==> src/rtl/uart_download.sv <==
// uart_download: UART receiver (8N1) that buffers received bytes in a circular FIFO.
// Optional macro UART_RX_PARITY_EN selects 8E1 framing and adds a sticky parity_err output.
module uart_download #(
  parameter int CLK_FREQ   = 50000000,
  parameter int BAUD_RATE  = 230400,
  parameter int FIFO_DEPTH = 256
) (
  input  logic                        clk_50m,
  input  logic                        rst_n,
  input  logic                        RX,
  input  logic                        rFIFO_rdreq,
  output logic [7:0]                  rFIFO_odata,
  output logic                        rFIFO_empty,
  output logic                        rFIFO_full,
  output logic [$clog2(FIFO_DEPTH):0] rFIFO_usedw,
  output logic                        rx_busy,
  output logic                        frame_err,
  output logic                        overflow,
`ifdef UART_RX_PARITY_EN
  output logic                        parity_err,
`endif
  input  logic                        clr_err
);

  localparam int BAUD_DIV = CLK_FREQ / BAUD_RATE;
  localparam int HALF_DIV = BAUD_DIV / 2;
  localparam int CW       = $clog2(BAUD_DIV);
  localparam int AW       = $clog2(FIFO_DEPTH);
  localparam logic [CW-1:0] BAUD_LAST = CW'(BAUD_DIV - 1);
  localparam logic [CW-1:0] BAUD_HALF = CW'(HALF_DIV);
  localparam logic [CW-1:0] BAUD_ONE  = CW'(1);
  localparam logic [AW:0]   PTR_ONE   = (AW+1)'(1);

  typedef enum logic [2:0] {
    S_IDLE      = 3'd0,
    S_START     = 3'd1,
    S_DATA      = 3'd2,
`ifdef UART_RX_PARITY_EN
    S_PARITY    = 3'd3,
`endif
    S_STOP      = 3'd4,
    S_WAIT_IDLE = 3'd5
  } state_t;

  logic          rx_meta_q, rx_sync_q, rx_s;
  state_t        state_q;
  logic [CW-1:0] baud_cnt_q;
  logic [2:0]    bit_idx_q;
  logic [7:0]    shift_q, wr_data_q;
  logic          wr_en_q, rx_busy_q, frame_err_q;
`ifdef UART_RX_PARITY_EN
  logic          parity_err_q;
`endif

  // Two-flop synchroniser for the asynchronous serial input, idle-high reset.
  always_ff @(posedge clk_50m or negedge rst_n) begin
    if (!rst_n) begin
      rx_meta_q <= 1'b1;
      rx_sync_q <= 1'b1;
    end else begin
      rx_meta_q <= RX;
      rx_sync_q <= rx_meta_q;
    end
  end
  assign rx_s = rx_sync_q;

  // Receive FSM: start validation, mid-bit sampling, stop check, write strobe.
  always_ff @(posedge clk_50m or negedge rst_n) begin
    if (!rst_n) begin
      state_q      <= S_IDLE;
      baud_cnt_q   <= '0;
      bit_idx_q    <= 3'd0;
      shift_q      <= 8'h00;
      wr_data_q    <= 8'h00;
      wr_en_q      <= 1'b0;
      rx_busy_q    <= 1'b0;
      frame_err_q  <= 1'b0;
`ifdef UART_RX_PARITY_EN
      parity_err_q <= 1'b0;
`endif
    end else begin
      wr_en_q     <= 1'b0;
      frame_err_q <= 1'b0;
`ifdef UART_RX_PARITY_EN
      if (clr_err) parity_err_q <= 1'b0;
`endif
      case (state_q)
        S_IDLE: begin
          baud_cnt_q <= '0;
          bit_idx_q  <= 3'd0;
          if (!rx_s) begin
            state_q   <= S_START;
            rx_busy_q <= 1'b1;
          end
        end
        S_START: begin
          if (baud_cnt_q == BAUD_HALF) begin
            baud_cnt_q <= '0;
            if (rx_s) begin
              state_q   <= S_IDLE;
              rx_busy_q <= 1'b0;
            end else begin
              state_q <= S_DATA;
            end
          end else begin
            baud_cnt_q <= baud_cnt_q + BAUD_ONE;
          end
        end
        S_DATA: begin
          if (baud_cnt_q == BAUD_LAST) begin
            baud_cnt_q <= '0;
            shift_q    <= {rx_s, shift_q[7:1]};
            bit_idx_q  <= bit_idx_q + 3'd1;
`ifdef UART_RX_PARITY_EN
            if (bit_idx_q == 3'd7) state_q <= S_PARITY;
`else
            if (bit_idx_q == 3'd7) state_q <= S_STOP;
`endif
          end else begin
            baud_cnt_q <= baud_cnt_q + BAUD_ONE;
          end
        end
`ifdef UART_RX_PARITY_EN
        S_PARITY: begin
          if (baud_cnt_q == BAUD_LAST) begin
            baud_cnt_q <= '0;
            state_q    <= S_STOP;
            if (^{shift_q, rx_s}) parity_err_q <= 1'b1;
          end else begin
            baud_cnt_q <= baud_cnt_q + BAUD_ONE;
          end
        end
`endif
        S_STOP: begin
          if (baud_cnt_q == BAUD_LAST) begin
            baud_cnt_q <= '0;
            rx_busy_q  <= 1'b0;
            if (rx_s) begin
              wr_en_q   <= 1'b1;
              wr_data_q <= shift_q;
              state_q   <= S_IDLE;
            end else begin
              frame_err_q <= 1'b1;
              state_q     <= S_WAIT_IDLE;
            end
          end else begin
            baud_cnt_q <= baud_cnt_q + BAUD_ONE;
          end
        end
        S_WAIT_IDLE: begin
          if (rx_s) state_q <= S_IDLE;
        end
        default: begin
          state_q   <= S_IDLE;
          rx_busy_q <= 1'b0;
        end
      endcase
    end
  end

  logic [7:0]  mem_q [FIFO_DEPTH];
  logic [AW:0] wr_ptr_q, wr_ptr_d, rd_ptr_q, rd_ptr_d;
  logic [7:0]  odata_q, odata_d;
  logic        overflow_q, overflow_d;
  logic        empty_s, full_s, rd_ok_s, wr_ok_s;

  // Extra pointer bit distinguishes full from empty; a read frees the slot a full write needs.
  assign empty_s = (wr_ptr_q == rd_ptr_q);
  assign full_s  = (wr_ptr_q[AW] != rd_ptr_q[AW]) && (wr_ptr_q[AW-1:0] == rd_ptr_q[AW-1:0]);
  assign rd_ok_s = rFIFO_rdreq && !empty_s;
  assign wr_ok_s = wr_en_q && (!full_s || rd_ok_s);

  // FIFO next-state: pointers, read data and sticky overflow (set beats clear).
  always_comb begin
    rd_ptr_d   = rd_ptr_q;
    wr_ptr_d   = wr_ptr_q;
    odata_d    = odata_q;
    overflow_d = overflow_q;
    if (rd_ok_s) begin
      rd_ptr_d = rd_ptr_q + PTR_ONE;
      odata_d  = mem_q[rd_ptr_q[AW-1:0]];
    end else begin
      rd_ptr_d = rd_ptr_q;
    end
    if (wr_ok_s) begin
      wr_ptr_d = wr_ptr_q + PTR_ONE;
    end else begin
      wr_ptr_d = wr_ptr_q;
    end
    if (wr_en_q && !wr_ok_s) begin
      overflow_d = 1'b1;
    end else if (clr_err) begin
      overflow_d = 1'b0;
    end else begin
      overflow_d = overflow_q;
    end
  end

  // FIFO control registers.
  always_ff @(posedge clk_50m or negedge rst_n) begin
    if (!rst_n) begin
      rd_ptr_q   <= '0;
      wr_ptr_q   <= '0;
      odata_q    <= 8'h00;
      overflow_q <= 1'b0;
    end else begin
      rd_ptr_q   <= rd_ptr_d;
      wr_ptr_q   <= wr_ptr_d;
      odata_q    <= odata_d;
      overflow_q <= overflow_d;
    end
  end

  // FIFO storage, no reset needed.
  always_ff @(posedge clk_50m) begin
    if (wr_ok_s) mem_q[wr_ptr_q[AW-1:0]] <= wr_data_q;
  end

  assign rFIFO_odata = odata_q;
  assign rFIFO_empty = empty_s;
  assign rFIFO_full  = full_s;
  assign rFIFO_usedw = wr_ptr_q - rd_ptr_q;
  assign rx_busy     = rx_busy_q;
  assign frame_err   = frame_err_q;
  assign overflow    = overflow_q;
`ifdef UART_RX_PARITY_EN
  assign parity_err  = parity_err_q;
`endif

endmodule

==> config.mk <==
export PLATFORM = sky130hd
export DESIGN_NAME = uart_download
export DESIGN_NICKNAME = d
export VERILOG_FILES = /design/src/rtl/uart_download.sv
export SDC_FILE = /design/constraint.sdc
export NUM_CORES = 2
export LEC_CHECK = 0
export CORE_ASPECT_RATIO = 1.75
export CORE_MARGIN = 2
export CORE_UTILIZATION = 65
export CTS_BUF_LIST = sky130_fd_sc_hd__clkbuf_8
export DETAILED_ROUTE_END_ITERATION = 7
export PLACE_DENSITY = 0.81
export SLEW_MARGIN = 10
export SYNTH_ARGS = -nofsm -noshare
export SYNTH_HDL_FRONTEND = slang
export SYNTH_SLANG_ARGS = --single-unit
==> constraint.sdc <==
create_clock -name clk_50m -period 4.5 [get_ports clk_50m]
set_clock_uncertainty 0.15 [all_clocks]
set_input_delay 0.45 -clock clk_50m [delete_from_list [all_inputs] [get_ports clk_50m]]
set_output_delay 0.45 -clock clk_50m [all_outputs]
set_load 0.01 [all_outputs]
After elaboration in Yosys (flattened, before gate mapping)
Memory sizes are Yosys's and may differ from the RTL's. A register that Yosys moved wholly into a read port is not among the register bits.
Index checks and enable logic that the tools add are counted.
{"block": "classes", "n_reduce_logical": 20, "n_bitwise": 1, "muxes": 29, "n_addsub": 5, "n_eq_ne": 17}
{"op": "$mux 3", "count": 8}
{"op": "$pmux 8 s3", "count": 1}
{"op": "$add 9x1->9 const B", "count": 2}
{"op": "$mux 8", "count": 2}
{"op": "$pmux 3 s5", "count": 1}
{"op": "$mux 1", "count": 14}
{"op": "$ne 2x2->1 const B", "count": 7}
{"op": "$eq 3x3->1 const B", "count": 3}
{"op": "$eq 9x9->1", "count": 1}
{"op": "$sub 9x9->9", "count": 1}
{"op": "$add 8x1->8 const B", "count": 1}
{"op": "$eq 8x7->1 const B", "count": 1}
{"op": "$eq 8x8->1", "count": 1}
{"op": "$eq 8x8->1 const B", "count": 1}
{"op": "$pmux 3 s2", "count": 1}
{"op": "$reduce_and 6->1", "count": 1}
{"op": "$reduce_and 5->1", "count": 1}
{"op": "$logic_and 1x1->1", "count": 4}
{"op": "$logic_not 1->1", "count": 4}
{"op": "$pmux 1 s4", "count": 1}
{"op": "$reduce_and 2->1", "count": 2}
{"op": "$reduce_bool 2->1", "count": 2}
{"op": "$reduce_or 2->1", "count": 2}
{"op": "$add 3x1->3 const B", "count": 1}
{"op": "other kinds (9)", "count": 9}
{"block": "word_totals", "output_inout_bits": 22, "register_bits": 54, "in_bits": 5, "ramBits": 2048, "elab_cells": 86, "n_memories": 1}
{"memory": "mem_q", "words": 256, "word_bits": 8, "rd": 1, "rd_clocked_by_memory_dff": 1, "wr": 1, "line_no": "161", "text": "logic [7:0] mem_q [FIFO_DEPTH];"}

Logic depth before layout (Yosys ltp)
{"block": "logic_depth", "word_depth": 8, "mapped_depth": 16, "ltp_nobuf": 10}

Worst setup path before layout
No wires, ideal clock.
{"block": "synth_timing", "path_kind": "register to register", "startpoint": "reg wr_data_q[0]", "endpoint": "mem mem_q[0][0], data pin", "setup_time_ps": 804, "required_time_ps": 3546, "period_less_slack_ps": 4137, "setup_slack_ps": 363, "arrival_ps": 3183, "stages_incl_launch_ff": 1, "path_buffers": 0, "path_cell_list": "dfrtp_1"}
{"element": "start, declared", "line_no": "49", "text": "logic [7:0] shift_q, wr_data_q;"}
{"element": "start signal, assigned", "line_no": "140", "text": "wr_data_q <= shift_q;"}
{"element": "end, declared", "line_no": "161"}
Straight into the memory's write port.

Worst setup path after layout
{"block": "layout_timing", "startpoint": "reg rd_ptr_q[0]", "endpoint": "reg odata_q[4] (netlist: rFIFO_odata[4]), read port of mem_q"}
{"block": "layout_between", "elab_chain_len": 3}
{"element": "start, declared", "line_no": "162", "text": "logic [AW:0] wr_ptr_q, wr_ptr_d, rd_ptr_q, rd_ptr_d;"}
{"element": "start signal, assigned", "line_no": "207", "text": "rd_ptr_q <= rd_ptr_d;"}
{"element": "$eq 9x9->1", "line_no": "168", "text": "assign empty_s = (wr_ptr_q == rd_ptr_q);"}
{"element": "$logic_not 1->1", "line_no": "170", "text": "assign rd_ok_s = rFIFO_rdreq && !empty_s;"}
{"element": "$logic_and 1x1->1", "line_no": "170"}
{"element": "end, declared", "line_no": "163", "text": "logic [7:0] odata_q, odata_d;"}
Several ways; a longest one is shown, not always the timed one.
A chain may end at the register's enable or synchronous reset.

==> Implementation_results.wiki <==
{| class="wikitable"
! Metric !! Value
|-
| Status || finished with violations
|-
| Failing checks || setup timing
|-
| Input/output buffers || 26
|-
| Number of enable-type register cells in the synthesized netlist || 2,048
|-
| Total iterations of the first detailed-routing run || 6
|-
| Worst reg2reg startpoint || rd_ptr_q[0]
|-
| Detailed router's first-iteration violation count || around 7,400
|-
| Final Cell Area || roughly 90,000 sq um
|-
| Maximum root-to-sink buffer count || 4
|-
| Placeable core area || 127,000 sq um
|-
| Slowest stage delay, CP || 1.04 ns
|-
| Worst setup slack before clock tree synthesis || approximately 0.36 ns
|-
| Fin crit period || ~4.5 ns
|-
| Number of top-level pins || 27
|-
| Worst min-delay path startpoint || rx_meta_q
|-
| Hold-critical path depth || 0
|-
| Post-Syn Nets || roughly 4,200
|-
| Starting density of the core || 65.4%
|-
| Net count, final || 4,620
|-
| Floorplan die height || 476 um
|-
| Deepest level of the CTS H-tree || 5
|-
| Netlist area before placement || 82,800 sq um
|-
| Highest clock frequency the design can meet || 220 MHz
|-
| Leakage component of the power || 0.0350 uW
|-
| Slew @ Worst Pin || roughly 1.3 ns
|-
| Remaining Overflow, GRT || 0
|-
| Final count of pins violating max slew || 0
|-
| FF-to-FF path depth || 9
|-
| Fillcell total || 6,873
|-
| Per-cell via count in the routed design || 7.05
|-
| PnR worst setup slack || -0.0482 ns
|-
| Multi-input gate area || 18,200 sq um
|-
| Commonest register cell after synthesis || edfxtp_1
|-
| Final Cycle Share || 101%
|-
| Critical register-to-register path endpoint || rFIFO_odata[4]
|-
| Post-Synthesis Mean Instance Area || 19.6 sq um
|-
| Seq cells post-synth || 2,110
|-
| Post-DP HPWL || 144 mm
|-
| CTS tree || done
|-
| Relative slew margins || a little over an eighth
|-
| Number of max-capacitance violations reported || 0
|-
| Clock transition at the registers of the reported paths || about 0.070 ns
|-
| Remaining DRCs || 0
|-
| Leading post-synthesis cells by cell area || edfxtp_1 74%, mux4_2 10%, mux2i_1 3.4%, dfrtp_1 1.8%, nor2_1 1.5%
|-
| Post-synth cell types || 71
|-
| Number of rows in the core area || 173
|-
| Destination of the worst hold path || rx_s
|-
| Total count of hold-check failures in the final report || 0
|-
| Min-delay worst type || flop to flop
|-
| Fraction of registers with async set/reset || 2.94%
|-
| Worst vdd ir || between 500 and 600 uV
|-
| Die X-Extent || between 200 and 300 um
|-
| Average wire per standard cell || 35.2 um
|-
| Number of global-route vias before repair || ~47,000
|-
| Relative contribution of the clock network to total power || ~31%
|-
| Yosys top cell by area || edfxtp_1
|-
| CP Buf/Inv Count || 2
|-
| Number of sinks handled by clock tree synthesis || between 2,000 and 2,500
|-
| Overall via count from detail_route || 45,514
|-
| Critical Path Source Type || flop
|-
| Number of antenna violations at the first check in global routing || 5
|-
| Count of mapped cells out of synthesis || 4,222
|-
| Int Pwr || 32,200 uW
|-
| Cts bufs inserted || a little under 300
|-
| Maximum fanout along the worst path || 33
|-
| Fraction of final layout cells sized beyond drive strength 1 || 23.0%
|-
| Sequential area share after synthesis || around three quarters
|-
| Most used cell along the critical path || a21oi_1
|-
| Signal arrival time at the worst endpoint || around 5.3 ns
|-
| Overall fraction of global-route tracks in use || between 30% and 40%
|-
| Switch share || 30.7%
|-
| CTS Root Buffer Type || clkbuf_8
|-
| CP required || 5.26 ns
|-
| Logic pwr share || 23.4%
|-
| Critical Path End Type || flop
|-
| RSZ-0062 raised after global routing || false
|-
| Register-to-register setup slack || -0.05 ns
|-
| Maximum number of pins on one net before global-route repair || 152
|-
| Final-report setup violation count || 1
|-
| Category of the most critical setup path || flop to flop
|-
| Area occupied by registers || 63,100 sq um
|-
| Switching power of the nets || 14,300 uW
|-
| YS warnings || 0
|-
| Placement Cell Area || between 80,000 and 90,000 sq um
|-
| GPL Wtd Cong || 0.981
|-
| Power per cell area || 505 nW/um^2
|-
| Die ar. || roughly 130,000 sq um
|-
| Final wirelength || ~230 mm
|-
| Fraction of post-synthesis cell area in the top cell type by area || about 74%
|-
| Sequential fraction of design power || 46.0%
|-
| Insertion delay to the later sink of the worst-skew pair || 1.03 ns
|-
| ANT nets after route || 0
|-
| Wire length of the first global-routing pass || 324 mm
|-
| Ordered cell list for the critical path || buf_12, buf_4, mux2i_1, a221oi_1, a21oi_1, o21ai_0, nand3_1, a21oi_1, o32a_1
|-
| Synthesis-to-layout area growth || 10.9%
|-
| Top delay family on crit path || compound AO/OA/AOI/OAI gates
|-
| Cell with the largest stage delay on the worst path || a21oi_1
|}
[power groups by stage]
stage	combinational, uW	sequential [uW]	clock, uW
after global placement	10400	21800	0
after CTS	10500	21400	14200
final	10900	21400	14200
after floorplan	6510	21700	0
after detailed placement	10500	21800	0
after global routing	10900	21400	15000
[cells in the mapped netlist, types with 29 or more instances]
cell	instances
a221oi_1	47
edfxtp_1	2048
a21oi_1	86
o21ai_0	71
mux2i_1	283
dfrtp_1	60
nor2_1	320
buf_6	35
a211oi_1	37
nor2b_1	29
nand2_1	171
buf_2	55
a22oi_1	91
o22ai_1	36
nand3_1	49
buf_4	38
mux4_2	385
clkbuf_1	98
[per-layer routing]
| metal | vias up | track usage [%] | wire (um) | share of wire (%) |
|---|---|---|---|---|
| li1 | 17998 | - | - | - |
| met2 | 3798 | 56.7 | 111000 | 49 |
| met4 | 4 | 28.4 | 22300 | 9.8 |
| met1 | 22710 | 41.2 | 66300 | 29 |
| met3 | 1004 | 8.62 | 27600 | 12 |
| met5 | - | 0 | 27 | 0.012 |
[per-stage QoR]
step	std cells	util (%)	setup TNS (ns)	hold slack, ns	power [uW]
floorplan	4222	-	0	0.00441	28300
detailed placement	5956	68.2	0	0.199	32200
finish	6457	72.5	-0.0482	0.206	46400
global route	6455	72.5	0	0.208	47300
global placement	5956	68.2	0	0.197	32100
CTS	6454	72.5	0	0.208	46100
[how the worst max path moves through the flow]
stage,start,end,cells past startpoint
floorplan,wr_data_q[0],mem_q[0][0],0
global placement,rd_ptr_q[0],rFIFO_odata[4],10
detailed placement,rd_ptr_q[0],rFIFO_odata[4],10
CTS,wr_ptr_q[0],rFIFO_usedw[8],11
global route,rd_ptr_q[0],rFIFO_odata[4],9
finish,rd_ptr_q[0],rFIFO_odata[4],9
[cell families (layout without fill, tap and decap cells)]
logic type                 Yosys count  count (layout)  share of synthesized area [%]
and+or+nand+nor                    634             634                           3.22
muxes                              688             688                           14.2
AOI/OAI and AO/OA                  484             484                           4.02
DFF                               2110            2110                           76.1
adders and majority gates           18              18                          0.281
other                                0               3                              0
buffers and inverters              263             833                           1.92
xor gates and xnor gates            25              25                          0.264
[repair_timing]
item,4_1_cts,5_1_grt
hold endpoints to repair,38,0
hold buffers,5,0
setup buffers,0,0
setup endpoints to repair,0,2
gates resized for setup,0,2
[registers in the layout, indices dropped and copies added (netlist names)]
register and count:
rx_s 1, bit_idx_q 3, shift_q 8, wr_data_q 8, frame_err 1, rd_ptr_q 9
wr_en_q 1, baud_cnt_q 8, wr_ptr_q 9, state_q 3, overflow 1, mem_q 2048
rFIFO_odata 8, rx_busy 1, rx_meta_q 1
[cell usage in the layout, fill, tap and decap left out, drive strengths merged, types with 17 or more instances in the layout]
cell / count
a211oi: 37
a21oi: 86
a221oi: 48
a22oi: 91
a31oi: 18
buf: 289
clkbuf: 312
clkdlybuf4s50: 25
clkinv: 81
dfrtp: 60
edfxtp: 2048
ha: 17
inv: 100
mux2: 20
mux2i: 283
mux4: 385
nand2: 172
nand3: 49
nor2: 321
nor2b: 29
nor3: 21
o21ai: 77
o22ai: 36
xnor2: 20
[final cells by class]
cell class	instances	share of cell area (%)
diodes	3	0.00817
clock buffers	312	4.67
clock inverters	181	1.26
inverters	22	0.0899
multi-input cells	1849	19.9
flip-flops and latches	2110	68.7
well taps	1662	2.26
repair buffers	318	3.15
Power figures use the tool's default switching activity.
